### src/rtl/alu_ctrl.sv
`default_nettype none
// ============================================================================
//  Module   : alu_ctrl
//  Purpose  : Valid/ready sequencing front end for the combinational ALU.
//             Accepts one command, drives the ALU inputs, holds them for a
//             settle window, captures result/carry/zero and presents them on
//             a valid/ready result port.
//  Options  : ALU_CTRL_STATS_EN adds the 16-bit op_count port and counter.
//  Revision : 1.0 - initial release
// ============================================================================
module alu_ctrl #(
    parameter int WIDTH  = 8,
    parameter int SETTLE = 2
) (
    input  logic             clk,
    input  logic             rst_n,
    input  logic             cmd_valid,
    output logic             cmd_ready,
    input  logic [2:0]       cmd_codigo,
    input  logic [WIDTH-1:0] cmd_op1,
    input  logic [WIDTH-1:0] cmd_op2,
    output logic [WIDTH-1:0] alu_op1,
    output logic [WIDTH-1:0] alu_op2,
    output logic [2:0]       alu_codigo,
    input  logic [WIDTH-1:0] alu_res,
    input  logic             alu_cout,
    output logic             res_valid,
    input  logic             res_ready,
    output logic [WIDTH-1:0] res_data,
    output logic             res_cout,
    output logic             res_zero,
    output logic             busy
`ifdef ALU_CTRL_STATS_EN
    ,
    output logic [15:0]      op_count
`endif
);

    // A settle window of zero still needs one cycle for the ALU to resolve.
    localparam int c_SETTLE_EFF = (SETTLE < 1) ? 1 : SETTLE;
    localparam int c_CNT_W      = (c_SETTLE_EFF > 1) ? $clog2(c_SETTLE_EFF) : 1;
    localparam logic [c_CNT_W-1:0] c_CNT_LOAD = c_CNT_W'(c_SETTLE_EFF - 1);

    typedef enum logic [1:0] {
        S_IDLE   = 2'd0,
        S_SETTLE = 2'd1,
        S_DONE   = 2'd2
    } state_t;

    state_t             r_state;
    logic [c_CNT_W-1:0] r_cnt;
    logic [WIDTH-1:0]   r_alu_op1;
    logic [WIDTH-1:0]   r_alu_op2;
    logic [2:0]         r_alu_codigo;
    logic [WIDTH-1:0]   r_res_data;
    logic               r_res_cout;
    logic               r_res_zero;

    // Sequencer: accept command, count down the settle window, capture, hand off.
    always_ff @(posedge clk or negedge rst_n) begin
        if (!rst_n) begin
            r_state      <= S_IDLE;
            r_cnt        <= '0;
            r_alu_op1    <= '0;
            r_alu_op2    <= '0;
            r_alu_codigo <= '0;
            r_res_data   <= '0;
            r_res_cout   <= 1'b0;
            r_res_zero   <= 1'b0;
        end else begin
            case (r_state)
                S_IDLE: begin
                    if (cmd_valid) begin
                        r_alu_op1    <= cmd_op1;
                        r_alu_op2    <= cmd_op2;
                        r_alu_codigo <= cmd_codigo;
                        r_cnt        <= c_CNT_LOAD;
                        r_state      <= S_SETTLE;
                    end
                end
                S_SETTLE: begin
                    if (r_cnt != '0) begin
                        r_cnt <= r_cnt - 1'b1;
                    end else begin
                        r_res_data <= alu_res;
                        r_res_cout <= alu_cout;
                        r_res_zero <= (alu_res == '0);
                        r_state    <= S_DONE;
                    end
                end
                S_DONE: begin
                    if (res_ready) begin
                        r_state <= S_IDLE;
                    end
                end
                default: begin
                    r_state <= S_IDLE;
                end
            endcase
        end
    end

`ifdef ALU_CTRL_STATS_EN
    logic [15:0] r_op_count;

    // Count completed result handshakes; wraps naturally at 16 bits.
    always_ff @(posedge clk or negedge rst_n) begin
        if (!rst_n) begin
            r_op_count <= 16'd0;
        end else if ((r_state == S_DONE) && res_ready) begin
            r_op_count <= r_op_count + 16'd1;
        end
    end

    assign op_count = r_op_count;
`endif

    // Handshake/status outputs depend on state only.
    assign cmd_ready  = (r_state == S_IDLE);
    assign res_valid  = (r_state == S_DONE);
    assign busy       = (r_state != S_IDLE);

    assign alu_op1    = r_alu_op1;
    assign alu_op2    = r_alu_op2;
    assign alu_codigo = r_alu_codigo;
    assign res_data   = r_res_data;
    assign res_cout   = r_res_cout;
    assign res_zero   = r_res_zero;

endmodule
`default_nettype wire
### config.mk
export PLATFORM = sky130hd
export DESIGN_NAME = alu_ctrl
export DESIGN_NICKNAME = d
export VERILOG_FILES = /design/src/rtl/alu_ctrl.sv
export SDC_FILE = /design/constraint.sdc
export NUM_CORES = 1
export LEC_CHECK = 0
export CAP_MARGIN = 0
export CORE_MARGIN = 3
export CORE_UTILIZATION = 35
export DETAILED_ROUTE_END_ITERATION = 8
export GPL_TIMING_DRIVEN = 1
export PLACE_DENSITY = 0.71
export SKIP_LAST_GASP = 1
export SYNTH_ARGS = -nofsm -noshare
export SYNTH_HDL_FRONTEND = slang
export SYNTH_SLANG_ARGS = --single-unit
### constraint.sdc
create_clock -name clk -period 1.8 [get_ports clk]
set_input_delay 0.45 -clock clk [delete_from_list [all_inputs] [get_ports clk]]
set_output_delay 0.45 -clock clk [all_outputs]
set_load 0.02 [all_outputs]
==> out/results.tsv <==
stage	metric	value	unit
status	outcome	completed	
logic_synthesis	ys_ff_latch	32	
sta	period_share	0.9490	
setup_path	max_stage_delay	420	ps
setup_path	slowest_stage	dfrtp_1	
sta	min_period	1708	ps
logic_synthesis	synth_top_area_cell	dfrtp_1	
logic_synthesis	syn_area	1290	um^2
worst_hold_path	hold_path.startpoint	r_state[1]$_DFFE_PN0P_	
sta	fmax	585.4	MHz
setup_path	startpoint_type	flip-flop	
clock_network	cts_setup_buffers	0	
cells_and_area	finalInstanceArea	2043	um^2
sta	slew_headroom	0.7373	
logic_synthesis	yosys.cell_types.count	18	
floorplan	start_util	0.3748	
place	port_buffers	63	
floorplan	core.rowCount	21	
place	dpl_worst_slack	-27.10	ps
place	dpl-instance-area	1954	um^2
grt	grt_usage	0.1350	
setup_path	cp_max_fo	5	
grt	grt_max_degree	33	
sta	final_max_slew_viol_count	0	
clock_network	htreeDepth	2	
setup_path	critPathKind	flip-flop to primary output	
clock_network	path_clk_slew	60	ps
logic_synthesis	seq_area_frac_synth	0.6208	
cells_and_area	multi_input_area	435.4	um^2
logic_synthesis	synth_area_leaders	dfrtp_1 (62%), mux2_2 (16%), mux2_4 (12%)	
setup_path	worst_ep_required_time	1350	ps
drt	drt-wirelength-per-cell	14.02	um
floorplan	die_y	66.71	um
place	hpwl	2.059	mm
cells_and_area	final_core_util	0.5936	
drt	first_pass_iters	4	
grt	antenna_found_initial	0	
logic_synthesis	synth_top_area_share	0.6208	
setup_path	worstPathArrival	1260	ps
drt	routed_wl	2.734	mm
drt	dr.first_iter.drc_count	8	
clock_network	root_buffer	clkbuf_8	
sta	worst_slew_pin_slew	394.1	ps
cells_and_area	register_area	800.8	um^2
clock_network	clock_sinks	32	
clock_network	clk_latency	270	ps
cells_and_area	drive_above_1_share	0.2752	
grt	grt_pass1_wl	4.347	mm
place	dpl.cell_count	188	
clock_network	cts-hold-fix-buffers	0	
clock_network	cts_tree	built	
sta	rsz0062_at_grt	false	
floorplan	core_area	3442	um^2
grt	grt-ovfl-total	0	
drt	ant_nets	0	
sta	skew	3.075	ps
floorplan	fp.dieW	66.71	um
setup_path	crit_path_start	r_state[0]$_DFFE_PN0P_	
grt	grt_pass1_vias	909	
clock_network	cts_buffer_depth	2	
drt	drc	0	
sta	setup_ws	91.72	ps
cells_and_area	nFillCells	288	
floorplan	dieArea	4450	um^2
logic_synthesis	synth_fp_nets	112	
cells_and_area	final_nets	181	
logic_synthesis	syn_inst	80	
place	gp_congestion	0.6006	
sta	final-hold-violation-count	0	
cells_and_area	syn_to_final_growth	58.39	%
cells_and_area	antenna_cells	0	
sta	fin_hold_ws	479.8	ps
floorplan	io_pins	64	
sta	finalSetupViolCount	0	
cells_and_area	stdcell_count	195	
worst_hold_path	hp-class	flip-flop to flip-flop	
power_and_ir_drop	p_leak	0.8806	nW
logic_synthesis	ys_warn_count	0	
setup_path	r2r-start	r_state[0]$_DFFE_PN0P_	
drt	num_vias	878	
logic_synthesis	synth_area_per_cell	16.12	um^2
job	cap_violations	0	
power_and_ir_drop	ir_drop	0.9170	mV
power_and_ir_drop	power.density	1855	nW/um^2
setup_path	path_cells	or2_4 > dlygate4sd2_1	
clock_network	cts_buffers	5	
setup_path	crit_path_end_kind	primary output	
drt	routed_via_density	4.503	
-- registers in the layout, summed over array words and instances (netlist names) --
signal,count
alu_codigo,3
alu_op1,8
r_state,2
res_data,8
alu_op2,8
res_zero,1
res_cout,1
r_cnt,1
-- critical path, delay by kind of cell, from the launching register on --
kind / cells / cell delay [ps]
and+or+nand+nor: 1 / 250
DFF: 1 / 420
buffers and inverters: 1 / 320
-- repair_timing --
| action | 4_1_cts | 5_1_grt |
|---|---|---|
| gates cloned | 0 | 0 |
| endpoints found under the hold margin | 0 | 0 |
| setup endpoints to repair | 3 | 1 |
| resized for setup | 3 | 2 |
-- metal layers --
| layer | GRT usage | routed length (um) |
|---|---|---|
| met3 | 0.04890 | 214 |
| met1 | 0.1544 | 1121 |
| met4 | 0.06091 | 17 |
| met2 | 0.2240 | 1381 |
| met5 | 0 | 0 |
-- power breakdown --
part           internal [W]  switching [W]  total (W)
Clock              0.000340       0.000230   0.000570
Sequential          0.00108       0.000194    0.00127
Combinational       0.00109       0.000855    0.00195
-- path summary, 6_finish.rpt --
| path | to | slack (ps) | cells after the start |
|---|---|---|---|
| worst min register to register | r_state[0]$_DFFE_PN0P_ | 480 | 1 |
| worst max-delay path | busy | 90 | 2 |
| worst max register to register | alu_codigo[0]$_DFFE_PN0P_ | 240 | 4 |
| max in group asynchronous | r_state[0]$_DFFE_PN0P_ | 930 | 2 |
| min in group asynchronous | alu_op1[1]$_DFFE_PN0P_ | 580 | 2 |
| worst min-delay path | r_state[0]$_DFFE_PN0P_ | 480 | 1 |
-- synthesized netlist by cell type, drive strengths merged --
master and count:
buf 3, mux2 28, a21oi 2, a21o 1, nand3 1, dfrtp 32, inv 4, nor2 2
nor4 2, mux2i 1, and2 1, o21ai 1, or2 1, nor3b 1
-- layout by cell type, fill, tap and decap left out, types with 2 or more instances in the layout --
master,instances
nor2_1,2
mux2_4,10
dlygate4sd2_1,2
a21oi_1,2
buf_4,2
clkbuf_8,7
mux2_2,18
inv_1,3
dfrtp_1,32
clkdlybuf4s50_1,60
nor4_1,2
-- through the flow --
stage	setup TNS (ps)	power, W
floorplan	0	0.002404
global placement	0	0.003241
detailed placement	-175.5	0.003283
CTS	0	0.003845
global route	0	0.004016
finish	0	0.003790
-- cell families (layout without fill, tap and decap cells) --
group / after synthesis / count (layout) / share of synthesized area
DFF: 32 / 32 / 0.6208
muxes: 29 / 29 / 0.2813
buffers and inverters: 7 / 76 / 0.04171
AOI/OAI and AO/OA: 4 / 4 / 0.01746
and+or+nand+nor: 8 / 8 / 0.03880
-- final cells by class --
type / instances / area share
flip-flops and latches: 32 / 0.3919
repair buffers: 65 / 0.3123
multi-input cells: 41 / 0.2131
clock buffers: 7 / 0.04715
well taps: 46 / 0.02817
inverters: 4 / 0.007348
(Power assumes the default switching activity.)
